===== src/rtl/hyp_share_arbiter_pkg.sv =====
// Shared definitions for the hyperbolic-unit share arbiter: FSM state
// encoding, default sizing constants and an index-width helper.
package ew_pkg;

    localparam int EW_N_REQ  = 2;
    localparam int EW_DATA_W = 16;

    typedef enum logic [1:0] {
        ST_IDLE = 2'd0,
        ST_WAIT = 2'd1,
        ST_RESP = 2'd2
    } arb_state_e;

    // Width of a requester index; never zero so a single requester still
    // gets a legal vector.
    function automatic int idx_w(input int n);
        return (n > 1) ? $clog2(n) : 1;
    endfunction

endpackage


===== src/rtl/hyp_share_arbiter_if.sv =====
// Bus between the share arbiter, its requesters and the shared hyperbolic
// unit. The master modport is the arbiter's view; slave is the environment.
interface hyp_share_arbiter_if
    import ew_pkg::*;
#(
    parameter int N_REQ  = EW_N_REQ,
    parameter int DATA_W = EW_DATA_W
);

    logic [N_REQ-1:0]        req;
    logic [N_REQ*DATA_W-1:0] req_data;
    logic [N_REQ-1:0]        gnt;
    logic [N_REQ-1:0]        rsp_valid;
    logic [DATA_W-1:0]       rsp_data;
    logic                    hyp_start;
    logic [DATA_W-1:0]       hyp_in;
    logic                    hyp_done;
    logic [DATA_W-1:0]       hyp_out;
    logic                    busy;
    logic                    timeout_err;

    modport master (
        input  req, req_data, hyp_done, hyp_out,
        output gnt, rsp_valid, rsp_data, hyp_start, hyp_in, busy, timeout_err
    );

    modport slave (
        output req, req_data, hyp_done, hyp_out,
        input  gnt, rsp_valid, rsp_data, hyp_start, hyp_in, busy, timeout_err
    );

endinterface


===== src/rtl/hyp_share_arbiter_rr_pick.sv =====
// Combinational round-robin selector: first active request found searching
// upward from ptr, wrapping from N_REQ-1 back to 0.
module rr_pick
    import ew_pkg::*;
#(
    parameter  int N_REQ = EW_N_REQ,
    localparam int IDX_W = idx_w(N_REQ)
) (
    input  logic [N_REQ-1:0] req,
    input  logic [IDX_W-1:0] ptr,
    output logic [N_REQ-1:0] win,
    output logic [IDX_W-1:0] index,
    output logic             any
);

    int k;

    // Scan N_REQ positions starting at ptr; the first hit wins.
    always_comb begin
        // NOTE: every output of a combinational block gets a default first so no path leaves it unassigned and infers a latch.
        win   = '0;
        index = '0;
        any   = 1'b0;
        k     = 0;
        for (int off = 0; off < N_REQ; off++) begin
            k = int'(ptr) + off;
            if (k >= N_REQ) begin
                k = k - N_REQ;
            end
            if (!any && req[k]) begin
                any    = 1'b1;
                win[k] = 1'b1;
                index  = IDX_W'(k);
            end
        end
    end

endmodule


===== src/rtl/hyp_share_arbiter.sv =====
// Round-robin arbiter sharing one hyperbolic unit between N_REQ requesters.
// Flow per request: IDLE (grant + start) -> WAIT (hold operand until
// hyp_done) -> RESP (one-cycle result pulse) -> IDLE. All outputs registered.
// Optional watchdog: define HYP_ARB_TIMEOUT_EN to abort a WAIT that sees no
// hyp_done within TIMEOUT_CYCLES cycles (zero result, timeout_err pulse).
module hyp_share_arbiter
    import ew_pkg::*;
#(
    parameter  int N_REQ          = EW_N_REQ,
    parameter  int DATA_W         = EW_DATA_W,
    parameter  int TIMEOUT_CYCLES = 64,
    localparam int IDX_W          = idx_w(N_REQ)
) (
    input  logic                 clk,
    input  logic                 rst,
    hyp_share_arbiter_if.master  arb_bus
);

    if (TIMEOUT_CYCLES < 1) begin : g_cfg_check
        $error("TIMEOUT_CYCLES must be at least 1");
    end

    arb_state_e        r_state,       w_state_nxt;
    logic [IDX_W-1:0]  r_ptr,         w_ptr_nxt;
    logic [IDX_W-1:0]  r_owner,       w_owner_nxt;
    logic [N_REQ-1:0]  r_gnt,         w_gnt_nxt;
    logic [N_REQ-1:0]  r_rsp_valid,   w_rsp_valid_nxt;
    logic [DATA_W-1:0] r_rsp_data,    w_rsp_data_nxt;
    logic              r_hyp_start,   w_hyp_start_nxt;
    logic [DATA_W-1:0] r_hyp_in,      w_hyp_in_nxt;
    logic              r_busy,        w_busy_nxt;

`ifdef HYP_ARB_TIMEOUT_EN
    localparam int WD_W = $clog2(TIMEOUT_CYCLES + 1);
    logic [WD_W-1:0]   r_wdog,        w_wdog_nxt;
    logic              r_timeout_err, w_timeout_err_nxt;
`endif

    logic [N_REQ-1:0]  w_win;
    logic [IDX_W-1:0]  w_win_idx;
    logic              w_any;
    logic [IDX_W-1:0]  w_owner_inc;

    rr_pick #(.N_REQ(N_REQ)) u_rr_pick (
        .req   (arb_bus.req),
        .ptr   (r_ptr),
        .win   (w_win),
        .index (w_win_idx),
        .any   (w_any)
    );

    // Pointer moves to the requester just after the one served.
    assign w_owner_inc = (r_owner == IDX_W'(N_REQ - 1)) ? '0 : r_owner + 1'b1;

    // Next-state and next-output logic; pulses default low, data holds.
    always_comb begin
        w_state_nxt     = r_state;
        w_ptr_nxt       = r_ptr;
        w_owner_nxt     = r_owner;
        w_gnt_nxt       = '0;
        w_rsp_valid_nxt = '0;
        w_rsp_data_nxt  = r_rsp_data;
        w_hyp_start_nxt = 1'b0;
        w_hyp_in_nxt    = r_hyp_in;
`ifdef HYP_ARB_TIMEOUT_EN
        w_wdog_nxt        = r_wdog;
        w_timeout_err_nxt = 1'b0;
`endif
        unique case (r_state)
            ST_IDLE: begin
                if (w_any) begin
                    w_gnt_nxt       = w_win;
                    w_hyp_start_nxt = 1'b1;
                    w_hyp_in_nxt    = arb_bus.req_data[w_win_idx*DATA_W +: DATA_W];
                    w_owner_nxt     = w_win_idx;
                    w_state_nxt     = ST_WAIT;
`ifdef HYP_ARB_TIMEOUT_EN
                    w_wdog_nxt      = '0;
`endif
                end
            end
            ST_WAIT: begin
                // hyp_done wins over a coincident watchdog expiry.
                if (arb_bus.hyp_done) begin
                    w_rsp_data_nxt           = arb_bus.hyp_out;
                    w_rsp_valid_nxt[r_owner] = 1'b1;
                    w_ptr_nxt                = w_owner_inc;
                    w_state_nxt              = ST_RESP;
                end
`ifdef HYP_ARB_TIMEOUT_EN
                else if (r_wdog == WD_W'(TIMEOUT_CYCLES - 1)) begin
                    w_rsp_data_nxt           = '0;
                    w_rsp_valid_nxt[r_owner] = 1'b1;
                    w_timeout_err_nxt        = 1'b1;
                    w_ptr_nxt                = w_owner_inc;
                    w_state_nxt              = ST_RESP;
                end else begin
                    w_wdog_nxt = r_wdog + 1'b1;
                end
`endif
            end
            ST_RESP: begin
                w_state_nxt = ST_IDLE;
            end
            default: begin
                w_state_nxt = ST_IDLE;
            end
        endcase
        w_busy_nxt = (w_state_nxt != ST_IDLE);
    end

    // State and output registers with asynchronous active-high reset.
    always_ff @(posedge clk or posedge rst) begin
        // NOTE: sequential state uses non-blocking assignments so every register samples pre-edge values.
        if (rst) begin
            r_state     <= ST_IDLE;
            r_ptr       <= '0;
            r_owner     <= '0;
            r_gnt       <= '0;
            r_rsp_valid <= '0;
            r_rsp_data  <= '0;
            r_hyp_start <= 1'b0;
            r_hyp_in    <= '0;
            r_busy      <= 1'b0;
`ifdef HYP_ARB_TIMEOUT_EN
            r_wdog        <= '0;
            r_timeout_err <= 1'b0;
`endif
        end else begin
            r_state     <= w_state_nxt;
            r_ptr       <= w_ptr_nxt;
            r_owner     <= w_owner_nxt;
            r_gnt       <= w_gnt_nxt;
            r_rsp_valid <= w_rsp_valid_nxt;
            r_rsp_data  <= w_rsp_data_nxt;
            r_hyp_start <= w_hyp_start_nxt;
            r_hyp_in    <= w_hyp_in_nxt;
            r_busy      <= w_busy_nxt;
`ifdef HYP_ARB_TIMEOUT_EN
            r_wdog        <= w_wdog_nxt;
            r_timeout_err <= w_timeout_err_nxt;
`endif
        end
    end

    assign arb_bus.gnt       = r_gnt;
    assign arb_bus.rsp_valid = r_rsp_valid;
    assign arb_bus.rsp_data  = r_rsp_data;
    assign arb_bus.hyp_start = r_hyp_start;
    assign arb_bus.hyp_in    = r_hyp_in;
    assign arb_bus.busy      = r_busy;
`ifdef HYP_ARB_TIMEOUT_EN
    assign arb_bus.timeout_err = r_timeout_err;
`else
    assign arb_bus.timeout_err = 1'b0;
`endif

endmodule

===== src/flat_wrapper.sv =====
// flat-port wrapper written by rule: the top's interface ports become plain ports
module hyp_share_arbiter_flat import ew_pkg::*;
#(
    parameter  int N_REQ          = EW_N_REQ,
    parameter  int DATA_W         = EW_DATA_W,
    parameter  int TIMEOUT_CYCLES = 64,
    localparam int IDX_W          = idx_w(N_REQ)
)
  (clk, rst, arb_bus_req, arb_bus_req_data, arb_bus_hyp_done, arb_bus_hyp_out, arb_bus_gnt, arb_bus_rsp_valid, arb_bus_rsp_data, arb_bus_hyp_start, arb_bus_hyp_in, arb_bus_busy, arb_bus_timeout_err);
  hyp_share_arbiter_if #(.N_REQ(N_REQ), .DATA_W(DATA_W)) arb_bus_i ();
  input  logic clk;
  input  logic rst;
  input wire logic [$bits(arb_bus_i.req)-1:0] arb_bus_req;
  input wire logic [$bits(arb_bus_i.req_data)-1:0] arb_bus_req_data;
  input wire logic [$bits(arb_bus_i.hyp_done)-1:0] arb_bus_hyp_done;
  input wire logic [$bits(arb_bus_i.hyp_out)-1:0] arb_bus_hyp_out;
  output wire logic [$bits(arb_bus_i.gnt)-1:0] arb_bus_gnt;
  output wire logic [$bits(arb_bus_i.rsp_valid)-1:0] arb_bus_rsp_valid;
  output wire logic [$bits(arb_bus_i.rsp_data)-1:0] arb_bus_rsp_data;
  output wire logic [$bits(arb_bus_i.hyp_start)-1:0] arb_bus_hyp_start;
  output wire logic [$bits(arb_bus_i.hyp_in)-1:0] arb_bus_hyp_in;
  output wire logic [$bits(arb_bus_i.busy)-1:0] arb_bus_busy;
  output wire logic [$bits(arb_bus_i.timeout_err)-1:0] arb_bus_timeout_err;
  assign arb_bus_i.req = arb_bus_req;
  assign arb_bus_i.req_data = arb_bus_req_data;
  assign arb_bus_i.hyp_done = arb_bus_hyp_done;
  assign arb_bus_i.hyp_out = arb_bus_hyp_out;
  assign arb_bus_gnt = arb_bus_i.gnt;
  assign arb_bus_rsp_valid = arb_bus_i.rsp_valid;
  assign arb_bus_rsp_data = arb_bus_i.rsp_data;
  assign arb_bus_hyp_start = arb_bus_i.hyp_start;
  assign arb_bus_hyp_in = arb_bus_i.hyp_in;
  assign arb_bus_busy = arb_bus_i.busy;
  assign arb_bus_timeout_err = arb_bus_i.timeout_err;
  hyp_share_arbiter #(.N_REQ(N_REQ), .DATA_W(DATA_W), .TIMEOUT_CYCLES(TIMEOUT_CYCLES)) u_core (.clk(clk), .rst(rst), .arb_bus(arb_bus_i));
endmodule

===== config.mk =====
export PLATFORM = sky130hd
export DESIGN_NAME = hyp_share_arbiter_flat
export DESIGN_NICKNAME = d
export VERILOG_FILES = /design/src/rtl/hyp_share_arbiter_pkg.sv /design/src/rtl/hyp_share_arbiter_if.sv /design/src/rtl/hyp_share_arbiter_rr_pick.sv /design/src/rtl/hyp_share_arbiter.sv /design/src/flat_wrapper.sv
export SDC_FILE = /design/constraint.sdc
export NUM_CORES = 1
export LEC_CHECK = 0
export BUFFER_PORTS_ARGS = -buffer_cell sky130_fd_sc_hd__buf_2
export CAP_MARGIN = 10
export CORE_MARGIN = 2
export CORE_UTILIZATION = 35
export CTS_CLUSTER_DIAMETER = 150
export DETAILED_ROUTE_END_ITERATION = 6
export GPL_TIMING_DRIVEN = 0
export SLEW_MARGIN = 15
export SYNTH_ARGS = -nofsm -noshare
export SYNTH_HDL_FRONTEND = slang
export SYNTH_HIERARCHICAL = 1
export SYNTH_SLANG_ARGS = --single-unit

===== constraint.sdc =====
create_clock -name clk -period 1.64 [get_ports clk]
set_input_delay 0.328 -clock clk [delete_from_list [all_inputs] [get_ports clk]]
set_output_delay 0.328 -clock clk [all_outputs]
set_load 0.005 [all_outputs]

==> run summary <==
F_max: 641 MHz
Synth Area in Compound Gates: 1.62%
Final hold slack: 0.0572 ns
Relative slew slack: 66.7%
Gr ovfl total: 0
Main combinational cell family by area after synthesis: multiplexers
Layout area overhead: 38.3%
Crit path required time: 1.82 ns
Worst path most repeated cell: mux2_4
Cell Chain, Critical Path: inv_1 > a21boi_1 > buf_6 > buf_12 > mux2_4 > mux2_4
CTS Root Cell: clkbuf_8
Synth Warn #: 6
Worst path depth: 6
Mux cell area share after synthesis: 34.1%
Peak supply drop: 0.492 mV
Max clock buf depth: 2
Final Non-Filler Cells: 289
Slowest-stage cell, CP: dfrtp_1
Status: finished, final reports clean
Synth Instances: 117
CTS tree: yes
Power, Total: 3.86 mW
Routed vias: 1265
CTS buffer count: 5
Max stage delay on crit path: 0.37 ns
ANT nets after route: 0
I/O pin count: 92
Largest net degree at the start of global routing: 23
Worst skew pair latency: 0.29 ns
Synthesized net count: 170
Final Max Tran Viols: 0
Number of detailed-route iterations in the first pass: 2
Syn Area/Cell: 15.8 um^2
Leakage power: 1.30 nW
Worst min path class: input port to asynchronous set/reset pin
Worst Path Max Fanout: 10
Max-cap violation count: 0
Initial antenna violation count: 0
Synth Area in Adders: 0%
Port buffer count: 90
Placed cells: 278
Fraction of layout cells with a size suffix above 1: 73.5%
Crit path DAT: 1.74 ns
Sequential area share after synthesis: 56.9%
Clock transition at the registers of the reported paths: 0.08 ns
Simple-gate share of the synthesized area: 2.91%
DRT iter0 DRCs: 24
Post-DR wirelength/cell: 12.3 um
Setup violators final: 0
Post-DP HPWL: 2.59 mm
Post-Syn Area: 0.00185 mm^2
Critical path launch point type: register
Post-CTS Hold Fix Bufs: 0
Die W: 76.7 um
DRC: 0
Core Box Area: 0.00511 mm^2
Routability congestion estimate: 0.656
Worst r2r src: u_core/r_ptr
Commonest non-fill, non-tap cell in the layout: buf_2
Dpl cell area: 0.00241 mm^2
Die H: 76.7 um
GRT Overall Usage: 13.3%
Via density per instance: 4.38
Die ar.: 0.00588 mm^2
Critical path origin: u_core/r_ptr
Slew @ Worst Pin: 0.499 ns
Worst Skew: 0.00321 ns
Critical Path End: u_core/arb_bus.hyp_in[2]
Commonest cells after routing, fill and taps aside: buf_2, dfrtp_1, mux2_2
Final nets: 271
R2R Path End: u_core/arb_bus.hyp_in[2]
H-tree levels: 2
PD cells: 1510 mW/mm^2
Number of synthesized register bits: 42
Initial Util: 36.2%
N_diodes: 0
Synth Area in XOR/XNOR: 0%
Worst r2r path cells: 6
CP Buf/Inv Count: 3
Final critical delay including setup and external delays: 1.56 ns
Tcrit/Tclk final: 95.1%
Final-report hold violation count: 0
First-pass GRT wire length: 6.25 mm
Design area: 0.00256 mm^2
FP Rows: 26
Unique masters post-synth: 16
Sink Count: 42
R2r setup slk: 0.08 ns
Worst setup EP type: register
Vias in the first global route: 1359
WS Path Type: register to register
WL final: 3.57 mm
CP top delay family: multiplexers
synthesized netlist by cell type:
library cell	instances	area, um^2
inv_1	4	15.0
buf_4	3	22.5
buf_2	2	10.0
nor3b_2	1	12.5
nand3b_1	1	7.51
buf_12	1	20.0
or2_1	1	6.26
mux2_4	18	270
a21boi_0	3	22.5
dfrtp_1	42	1050
conb_1	1	3.75
and2_1	2	12.5
buf_6	1	11.3
mux2_2	32	360
a211oi_1	1	7.51
nor2_1	4	15.0
kinds of logic (layout without fill, tap and decap cells):
| logic type | count (synthesis) | after routing |
|---|---|---|
| other cells | 1 | 1 |
| buf+inv | 11 | 113 |
| compound gates | 4 | 4 |
| flops | 42 | 42 |
| mux | 50 | 50 |
| simple gates | 9 | 9 |
worst min-delay path by stage:
stage	cells after the start	slack, ns	to	from
global placement	1	0.45	u_core/arb_bus.rsp_valid[0]	u_core/r_owner
floorplan	1	0.42	u_core/r_state[0]	arb_bus_hyp_done
finish	2	0.06	u_core/arb_bus.hyp_in[3]	rst
global route	2	0.09	u_core/arb_bus.hyp_in[3]	rst
CTS	2	0.07	u_core/arb_bus.hyp_in[8]	rst
detailed placement	2	0.39	u_core/arb_bus.hyp_in[4]	rst
through the flow:
step                utilization, %  TNS, ns  setup WS [ns]
floorplan                        -        0          0.122
global placement              46.7   -12.05         -0.273
detailed placement            47.3   -0.610        -0.0717
CTS                           49.1        0         0.0322
global route                  50.0  -0.0207       -0.00751
finish                        50.0        0         0.0802
report_power, final:
| part | internal (mW) | switching [mW] |
|---|---|---|
| Sequential | 1.49 | 0.214 |
| Combinational | 0.949 | 0.527 |
| Clock | 0.338 | 0.343 |
sequential cells by signal, summed over array words and instances, names as in the netlist:
| register | count |
|---|---|
| u_core/arb_bus.gnt | 2 |
| u_core/arb_bus.busy | 1 |
| u_core/r_ptr | 1 |
| u_core/arb_bus.rsp_valid | 2 |
| u_core/arb_bus.rsp_data | 16 |
| u_core/r_state | 2 |
| u_core/arb_bus.hyp_start | 1 |
| u_core/r_owner | 1 |
| u_core/arb_bus.hyp_in | 16 |
routing by layer:
metal / GRT usage (%) / vias up / wire, um
met2: 22.0 / 59 / 1690
met3: 4.24 / 7 / 278
met4: 5.45 / 0 / 61
met5: 0 / - / 0
met1: 15.9 / 598 / 1540
li1: - / 601 / -
final cells by class:
cell class              count  area (um^2)
plain buffers               7         63.8
flip-flops and latches     42         1050
clock inverters             2         12.5
well taps                  70         87.6
repair buffers             94          526
clock buffers               6         82.6
multi-input cells          64          718
fillers                   479         2550
inverters                   4         15.0
what timing repair did:
action                                  4_1_cts  5_1_grt
gates resized for setup                       1        0
endpoints found under the setup margin        9        9
buffers inserted                              0        3
endpoints found under the hold margin         0        0
Note: power is estimated with default switching activity, not from simulation.
